==> src/rtl/nibble_serial_adder_ctrl_pkg.sv <==
// Shared definitions for the nibble-serial adder sequencer:
// FSM state encoding and the width of the reused adder slice.
package adder_ctrl_pkg;

  localparam int NIB_W = 4;

  typedef enum logic [1:0] {
    IDLE = 2'd0,
    RUN  = 2'd1,
    DONE = 2'd2
  } state_t;

endpackage

==> src/rtl/nibble_serial_adder_ctrl_if.sv <==
// Request/result bundle between the datapath register file (master)
// and the nibble-serial adder sequencer (slave).
interface nibble_serial_adder_ctrl_if #(
  parameter int W = 16
);

  logic         start;
  logic         op_sub;
  logic [W-1:0] a;
  logic [W-1:0] b;
  logic         c_in;
  logic         busy;
  logic         done;
  logic [W-1:0] sum;
  logic         c_out;
  logic         overflow;

  modport master (
    output start, op_sub, a, b, c_in,
    input  busy, done, sum, c_out, overflow
  );

  modport slave (
    input  start, op_sub, a, b, c_in,
    output busy, done, sum, c_out, overflow
  );

endinterface

==> src/rtl/nibble_serial_adder_ctrl_fa4.sv <==
// Existing 4-bit ripple-carry adder slice, purely combinational.
// Port order (c_out, sum, a, b, c_in) matches the legacy instantiations.
module FA_4bit
  import adder_ctrl_pkg::*;
(
  output logic             c_out,
  output logic [NIB_W-1:0] sum,
  input  logic [NIB_W-1:0] a,
  input  logic [NIB_W-1:0] b,
  input  logic             c_in
);

  logic [NIB_W:0] carry;

  // Ripple the carry through four full adders, bit 0 first.
  always_comb begin
    carry    = '0;
    sum      = '0;
    carry[0] = c_in;
    for (int i = 0; i < NIB_W; i++) begin
      sum[i]       = a[i] ^ b[i] ^ carry[i];
      carry[i + 1] = (a[i] & b[i]) | (carry[i] & (a[i] ^ b[i]));
    end
    c_out = carry[NIB_W];
  end

endmodule

==> src/rtl/nibble_serial_adder_ctrl.sv <==
// Wide add/subtract performed one nibble per clock, LSB first, on a single
// shared 4-bit adder slice; result is held until the next accepted start.
module nibble_serial_adder_ctrl
  import adder_ctrl_pkg::*;
#(
  parameter int NIBBLES = 4
) (
  input  logic                        clk,
  input  logic                        rst_n,
  nibble_serial_adder_ctrl_if.slave   bus
);

  localparam int W     = NIB_W * NIBBLES;
  localparam int IDX_W = (NIBBLES > 1) ? $clog2(NIBBLES) : 1;
  localparam logic [IDX_W-1:0] LAST_IDX = IDX_W'(NIBBLES - 1);

  state_t state_q;
  state_t state_d;

  logic [W-1:0]     a_r;
  logic [W-1:0]     b_r;
  logic [W-1:0]     sum_r;
  logic [IDX_W-1:0] idx_q;
  logic             carry_r;
  logic             c_out_r;
  logic             overflow_r;

  logic [NIB_W-1:0] slice_a;
  logic [NIB_W-1:0] slice_b;
  logic [NIB_W-1:0] slice_sum;
  logic             slice_cin;
  logic             slice_cout;

  logic             accept;
  logic             last_nib;

  always_ff @(posedge clk or negedge rst_n) begin
    if (!rst_n) begin
      state_q <= IDLE;
    end else begin
      state_q <= state_d;
    end
  end

  // Next state plus slice muxing; the slice sees all-zero inputs outside RUN.
  always_comb begin
    state_d   = state_q;
    accept    = 1'b0;
    last_nib  = 1'b0;
    slice_a   = '0;
    slice_b   = '0;
    slice_cin = 1'b0;
    unique case (state_q)
      IDLE: begin
        if (bus.start) begin
          accept  = 1'b1;
          state_d = RUN;
        end
      end
      RUN: begin
        slice_a   = a_r[NIB_W*idx_q +: NIB_W];
        slice_b   = b_r[NIB_W*idx_q +: NIB_W];
        slice_cin = carry_r;
        if (idx_q == LAST_IDX) begin
          last_nib = 1'b1;
          state_d  = DONE;
        end
      end
      DONE: begin
        state_d = IDLE;
      end
      default: begin
        state_d = IDLE;
      end
    endcase
  end

  FA_4bit u_slice (
    .c_out (slice_cout),
    .sum   (slice_sum),
    .a     (slice_a),
    .b     (slice_b),
    .c_in  (slice_cin)
  );

  // Subtraction is a + ~b + 1, so b is inverted and the carry seeded at accept.
  always_ff @(posedge clk or negedge rst_n) begin
    if (!rst_n) begin
      a_r        <= '0;
      b_r        <= '0;
      sum_r      <= '0;
      idx_q      <= '0;
      carry_r    <= 1'b0;
      c_out_r    <= 1'b0;
      overflow_r <= 1'b0;
    end else if (accept) begin
      a_r        <= bus.a;
      b_r        <= bus.op_sub ? ~bus.b : bus.b;
      carry_r    <= bus.op_sub ? 1'b1 : bus.c_in;
      idx_q      <= '0;
      sum_r      <= '0;
      c_out_r    <= 1'b0;
      overflow_r <= 1'b0;
    end else if (state_q == RUN) begin
      sum_r[NIB_W*idx_q +: NIB_W] <= slice_sum;
      carry_r                     <= slice_cout;
      if (last_nib) begin
        idx_q      <= '0;
        c_out_r    <= slice_cout;
        overflow_r <= (a_r[W-1] == b_r[W-1]) && (slice_sum[NIB_W-1] != a_r[W-1]);
      end else begin
        idx_q <= idx_q + IDX_W'(1);
      end
    end
  end

  assign bus.busy     = (state_q != IDLE);
  assign bus.done     = (state_q == DONE);
  assign bus.sum      = sum_r;
  assign bus.c_out    = c_out_r;
  assign bus.overflow = overflow_r;

endmodule
==> src/flat_wrapper.sv <==
// flat-port wrapper written by rule: the top's interface ports become plain ports
module nibble_serial_adder_ctrl_flat import adder_ctrl_pkg::*;
#(
  parameter int NIBBLES = 4
)
  (clk, rst_n, bus_start, bus_op_sub, bus_a, bus_b, bus_c_in, bus_busy, bus_done, bus_sum, bus_c_out, bus_overflow);
  nibble_serial_adder_ctrl_if bus_i ();
  input  logic clk;
  input  logic rst_n;
  input wire logic [$bits(bus_i.start)-1:0] bus_start;
  input wire logic [$bits(bus_i.op_sub)-1:0] bus_op_sub;
  input wire logic [$bits(bus_i.a)-1:0] bus_a;
  input wire logic [$bits(bus_i.b)-1:0] bus_b;
  input wire logic [$bits(bus_i.c_in)-1:0] bus_c_in;
  output wire logic [$bits(bus_i.busy)-1:0] bus_busy;
  output wire logic [$bits(bus_i.done)-1:0] bus_done;
  output wire logic [$bits(bus_i.sum)-1:0] bus_sum;
  output wire logic [$bits(bus_i.c_out)-1:0] bus_c_out;
  output wire logic [$bits(bus_i.overflow)-1:0] bus_overflow;
  assign bus_i.start = bus_start;
  assign bus_i.op_sub = bus_op_sub;
  assign bus_i.a = bus_a;
  assign bus_i.b = bus_b;
  assign bus_i.c_in = bus_c_in;
  assign bus_busy = bus_i.busy;
  assign bus_done = bus_i.done;
  assign bus_sum = bus_i.sum;
  assign bus_c_out = bus_i.c_out;
  assign bus_overflow = bus_i.overflow;
  nibble_serial_adder_ctrl #(.NIBBLES(NIBBLES)) u_core (.clk(clk), .rst_n(rst_n), .bus(bus_i));
endmodule
==> config.mk <==
export PLATFORM = sky130hd
export DESIGN_NAME = nibble_serial_adder_ctrl_flat
export DESIGN_NICKNAME = d
export VERILOG_FILES = /design/src/rtl/nibble_serial_adder_ctrl_pkg.sv /design/src/rtl/nibble_serial_adder_ctrl_if.sv /design/src/rtl/nibble_serial_adder_ctrl_fa4.sv /design/src/rtl/nibble_serial_adder_ctrl.sv /design/src/flat_wrapper.sv
export SDC_FILE = /design/constraint.sdc
export NUM_CORES = 1
export LEC_CHECK = 0
export ABC_AREA = 1
export CORE_MARGIN = 3
export CORE_UTILIZATION = 50
export DETAILED_ROUTE_END_ITERATION = 16
export PLACE_DENSITY = 0.77
export SETUP_SLACK_MARGIN = 0.05
export SLEW_MARGIN = 0
export SYNTH_ARGS = -nofsm -noshare
export SYNTH_HDL_FRONTEND = slang
export SYNTH_SLANG_ARGS = --single-unit
==> constraint.sdc <==
create_clock -name clk -period 3.4 [get_ports clk]
set_clock_uncertainty 0.1 [all_clocks]
set_input_delay 0.34 -clock clk [delete_from_list [all_inputs] [get_ports clk]]
set_output_delay 0.34 -clock clk [all_outputs]
set_load 0.1 [all_outputs]
==> impl_metrics.yaml, run 1 <==
status:
  status: "finished, final reports clean"
synthesis:
  synthDominantAreaCellType: "dfrtp_1"
  synthFlopType: "dfrtp_1"
  ys_types: 24
  synth_area_leaders: "dfrtp_1 47%, nand2_1 15%, nor2_1 5.5%, xnor2_1 4.8%, nand3_1 4.3%"
  ys_seq_area_share_pct: 46.8
  yosys_warnings: 0
  synthArstFlopShare_pct: 100
  synth_nets: 417
  syn-cell-area_um2: 2940
  synth.avg_cell_area_um2: 7.90
  synth_edf_count: 0
  ys_ff_latch: 55
  syn_inst: 372
  netlist.area_leader.share_pct: 46.8
  yosysMostFrequentCell: "nand2_1"
  synthTopCellsByCount: "118 x nand2_1, 55 x dfrtp_1, 43 x nor2_1, 32 x inv_1, 25 x nand3_1"
drt:
  drt_wl_total_um: 6270
  viasPerCell: 4.90
  dr.first_iter.drc_count: 96
  avgRoutedWirePerCell_um: 12.6
  vias: 2444
  drc: 0
  ant_nets: 0
  drt_first_pass_iters: 4
final_layout:
  fin_nets: 472
  final-instance-count-excl-fill: 499
  final_cell_area_um2: 3620
  final-seq-area_um2: 1380
  multi_input_area_um2: 1310
  antenna_cells: 0
  areaGrowthSynthToFinish_pct: 23.2
  drive_gt1_share_pct: 6.79
  nFillCells: 516
  final_core_utilization_pct: 64.6
setup_path:
  crit_required_ps: 3560
  cp.arrival_ps: 3290
  critPathMaxStageDelay_ps: 500
  end_kind: "register"
  crit_path_max_fanout: 7
  critPathKind: "register to register"
  path_cells: "clkinvlp_4, nand2_1, nand3_1, a21oi_1, fa_1, inv_1, fa_1, fa_1, fa_1, nor2_1, nand2_1, nor2_1, nand2_1, nand2_1"
  slowest_stage: "fa_1"
  startpoint_type: "register"
place:
  dp_hpwl_um: 4730
  io_buffers: 56
  routabilityCongestion: 0.853
  place_area_um2: 3510
  dp.cells: 490
  post-place-ws_ps: 119
die:
  die_x_um: 82.7
  io_pins: 57
  start_util_pct: 52.4
  num_rows: 27
  design.die.area_um2: 6830
  dieHeight_um: 82.7
  core_um2: 5610
sta:
  fin_ws_ps: 268
  slew_headroom_pct: 34.8
  timing.final.crit_share_pct: 92.1
  grt_setup_unrepaired: "false"
  fmax_mhz: 319
  hold-worst-slack_ps: 80.9
  fin_setup_tns_ps: 0
  hold_viol: 0
  report.final.setup_viol: 0
  worstMarginPinSlew_ps: 975
  drv_slew: 0
  period_minus_slack_ps: 3130
global_route:
  grt_pass1_wl_um: 10500
  antenna_found_initial: 0
  gr-total-overflow: 0
  grt_max_degree: 45
  track_usage_pct: 20.2
  grt_pass1_vias: 2404
clock_network:
  cts_htree_levels: 2
  clk_pin_slew_ps: 100
  tritoncts: "built"
  cts.sinks: 55
  clockBufferDepth: 2
  clk_latency_ps: 310
  root_buffer: "clkbuf_8"
  cts_buffers: 5
  holdBufCountCts: 0
power:
  p_leak_nw: 1.73
  vdd_drop_max_mv: 0.570
  power_density_nw_per_um2: 1010
  totalPowerFinal_mw: 3.66
job:
  cap_violations: 0
min_path:
  min_path_type: "input pin to asynchronous set/reset pin"
[where the power goes]
group          switching (mW)  internal (mW)  leakage (nW)
clock network           0.204          0.160        0.0470
registers               0.150          0.924         0.704
logic                    1.55          0.665         0.979
total                    1.91           1.75          1.73
[routing by layer]
metal  track usage [%]  part of all wire, %
met4              7.84                  2.0
met1              24.9                   43
met2              35.0                   50
met3              3.90                  5.3
met5                 0                    0
[critical path, delay by kind of cell, from the launching register on]
family | cells | cell delay [ps]
AOI/OAI and AO/OA | 1 | 210
and+or+nand+nor | 7 | 680
buffers and inverters | 2 | 210
adders and majority gates | 4 | 1450
DFF | 1 | 450
[flip-flops by register name, indices dropped and copies added, names as in the netlist]
| name | count |
|---|---|
| u_core.bus.overflow | 1 |
| u_core.a_r | 16 |
| u_core.bus.c_out | 1 |
| u_core.bus.sum | 16 |
| u_core.state_q | 2 |
| u_core.idx_q | 2 |
| u_core.carry_r | 1 |
| u_core.b_r | 16 |
[path summary, 6_finish.rpt]
kind / cells past startpoint / slack, ps / startpoint / endpoint
worst min-delay path: 1 / 80 / rst_n / u_core.a_r[4]$_DFFE_PN0P_
worst min register to register: 2 / 380 / u_core.a_r[11]$_DFFE_PN0P_ / u_core.a_r[11]$_DFFE_PN0P_
max in group asynchronous: 2 / 2370 / rst_n / u_core.a_r[2]$_DFFE_PN0P_
worst max register to register: 14 / 270 / u_core.idx_q[0]$_DFFE_PN0P_ / u_core.bus.sum[15]$_DFFE_PN0P_
min in group clk: 2 / 380 / u_core.a_r[11]$_DFFE_PN0P_ / u_core.a_r[11]$_DFFE_PN0P_
worst max-delay path: 14 / 270 / u_core.idx_q[0]$_DFFE_PN0P_ / u_core.bus.sum[15]$_DFFE_PN0P_
[cell families after synthesis]
logic type / synth area share, %
and+or+nand+nor: 27.2
DFF: 46.8
buffers and inverters: 8.90
AOI/OAI and AO/OA: 7.83
xor gates and xnor gates: 4.77
adders and majority gates: 4.43
[layout by cell type, fill, tap and decap left out]
master             n
clkinv_1           1
nor2_4             1
nand4_1            1
clkdlybuf4s50_1   55
nor2_1            43
inv_4              1
clkinvlp_4         1
a21oi_1            6
buf_4              8
clkinv_2           1
inv_1             32
clkbuf_8           6
o21ai_1           20
xnor2_1           16
nand3_1           25
nand3_4            1
a21oi_2            1
dfrtp_1           54
buf_2              1
or2_2              1
nand2_1          118
nand2_4            1
dfrtp_2            1
fa_1               4
ha_1               4
inv_2              2
nand2_2            3
o21ai_0           19
[final cells by class]
class	instances	area share, %
clock buffer	6	2.28
multi-input combinational	264	36.0
clock inverter	1	0.138
inverter	37	4.01
timing repair buffer	64	17.0
sequential	55	38.0
tap	72	2.49
[what timing repair did]
action | 4_1_cts | 5_1_grt
resized for setup | 0 | 3
setup buffers | 0 | 2
endpoints found under the setup margin | 0 | 5
Power figures use the tool's default switching activity.
==> inputs of run 2 (changes only) <==
MAX_ROUTING_LAYER = met4   (was not set)
==> impl_metrics.yaml, run 2 (synthesized netlist as in run 1, its figures left out) <==
status:
  status: "finished, final reports clean"
setup_path:
  path_delay_family: "adder cells"
  path_buf_inv: 2
  critPathKind: "register to register"
  end_kind: "register"
  crit_path_max_fanout: 7
  critPathMaxStageDelay_ps: 500
  path_cells: "clkinvlp_4, nand2_1, nand3_1, a21oi_1, fa_1, inv_1, fa_1, fa_1, fa_1, nor2_1, nand2_1, nor2_1, nand2_1, nand2_1"
  slowest_stage: "fa_1"
  crit_required_ps: 3560
  startpoint_type: "register"
  cp.arrival_ps: 3290
clock_network:
  clk_latency_ps: 310
  cts.sinks: 55
  cts_htree_levels: 2
  cts_buffers: 5
  clk_pin_slew_ps: 100
  clockBufferDepth: 2
  holdBufCountCts: 0
  root_buffer: "clkbuf_8"
  tritoncts: "built"
die:
  num_rows: 27
  dieHeight_um: 82.7
  core_um2: 5610
  die_x_um: 82.7
  io_pins: 57
  design.die.area_um2: 6830
  start_util_pct: 52.4
global_route:
  grt_pass1_vias: 2407
  track_usage_pct: 20.9
  grt_pass1_wl_um: 10600
  gr-total-overflow: 0
  antenna_found_initial: 0
  grt_max_degree: 45
power:
  p_leak_nw: 1.73
  p_switching_mw: 1.91
  clkPwrFrac_pct: 10.1
  p_int_mw: 1.75
  power_density_nw_per_um2: 1010
  power_frac_comb_pct: 60.6
  swShare_pct: 52.2
  seqPwrFrac_pct: 29.3
  vdd_drop_max_mv: 0.570
drt:
  viasPerCell: 4.94
  drt_wl_total_um: 6280
  dr.first_iter.drc_count: 122
  drc: 0
  drt_first_pass_iters: 4
  vias: 2464
  ant_nets: 0
  avgRoutedWirePerCell_um: 12.6
final_layout:
  drive_gt1_share_pct: 6.79
  final-seq-area_um2: 1380
  areaGrowthSynthToFinish_pct: 23.2
  final-instance-count-excl-fill: 499
  multi_input_area_um2: 1310
  final_cell_mix: "118 x nand2_1, 55 x clkdlybuf4s50_1, 54 x dfrtp_1"
  antenna_cells: 0
  nFillCells: 516
  fin_nets: 472
  final_common_cell: "nand2_1"
sta:
  fin_ws_ps: 270
  drv_slew: 0
  slew_headroom_pct: 34.3
  fin_setup_tns_ps: 0
  timing.final.crit_share_pct: 92.1
  report.final.setup_viol: 0
  hold_viol: 0
  fmax_mhz: 319
  hold-worst-slack_ps: 77.8
  period_minus_slack_ps: 3130
  worstMarginPinSlew_ps: 986
  grt_setup_unrepaired: "false"
place:
  dp.cells: 490
  io_buffers: 56
  routabilityCongestion: 0.866
  post-place-ws_ps: 119
  dp_hpwl_um: 4730
job:
  cap_violations: 0
min_path:
  min_path_type: "input pin to asynchronous set/reset pin"
[run 2: cell counts in the layout (fill, tap and decap cells not counted)]
No cell type changed its count.
[run 2: timing repair]
action | 4_1_cts | 5_1_grt
buffers inserted | 0 | 2
gates resized for setup | 0 | 3
setup endpoints to repair | 0 | 5
[run 2: cell type report]
type	instances	share of cell area (%)
well taps	72	2.49
flip-flops and latches	55	38.0
inverters	37	4.01
clock buffers	6	2.28
multi-input cells	264	36.0
repair buffers	64	17.0
clock inverters	1	0.138
[run 2: routing by layer]
metal  vias to the layer above  share of wire (%)  wire [um]  global-route usage (%)
li1                       1259                  -          -                       -
met2                        72                 50       3160                    34.9
met3                        10                5.1        319                    3.69
met4                         0                2.0        123                    7.84
met1                      1123                 43       2680                    25.2
met5                         -                  0          0                       -
[run 2: worst register-to-register path, cell delays in order (launching register included)]
cell and delay [ps]:
dfrtp_2 450, clkinvlp_4 160, nand2_1 90, nand3_1 80, a21oi_1 210, fa_1 200
inv_1 50, fa_1 370, fa_1 390, fa_1 500, nor2_1 180, nand2_1 100
nor2_1 110, nand2_1 60, nand2_1 60
[run 2: worst paths after layout]
kind                                                   from                              to  slack, ps  cells past startpoint
worst max-delay path            u_core.idx_q[0]$_DFFE_PN0P_  u_core.bus.sum[15]$_DFFE_PN0P_        270                     14
worst min-delay path                                  rst_n       u_core.a_r[4]$_DFFE_PN0P_         80                      1
worst max register to register  u_core.idx_q[0]$_DFFE_PN0P_  u_core.bus.sum[15]$_DFFE_PN0P_        270                     14
worst min register to register   u_core.a_r[11]$_DFFE_PN0P_      u_core.a_r[11]$_DFFE_PN0P_        380                      2
max in group asynchronous                             rst_n       u_core.a_r[2]$_DFFE_PN0P_       2370                      2
min in group clk                 u_core.a_r[11]$_DFFE_PN0P_      u_core.a_r[11]$_DFFE_PN0P_        380                      2
[run 2: power by group through the flow]
stage | clock network [mW] | logic (mW) | registers, mW
final | 0.369 | 2.22 | 1.07
after global routing | 0.403 | 2.46 | 1.11
after CTS | 0.376 | 2.19 | 1.07
after detailed placement | 0 | 2.17 | 1.08
after global placement | 0 | 2.13 | 1.07
after floorplan | 0 | 1.25 | 1.50
[run 2: through the flow]
step | cell area (um^2) | util, % | power (mW)
floorplan | 2940 | - | 2.75
global placement | 3510 | 62.6 | 3.20
detailed placement | 3510 | 62.6 | 3.26
CTS | 3600 | 64.1 | 3.64
global route | 3620 | 64.6 | 3.96
finish | 3620 | 64.6 | 3.66
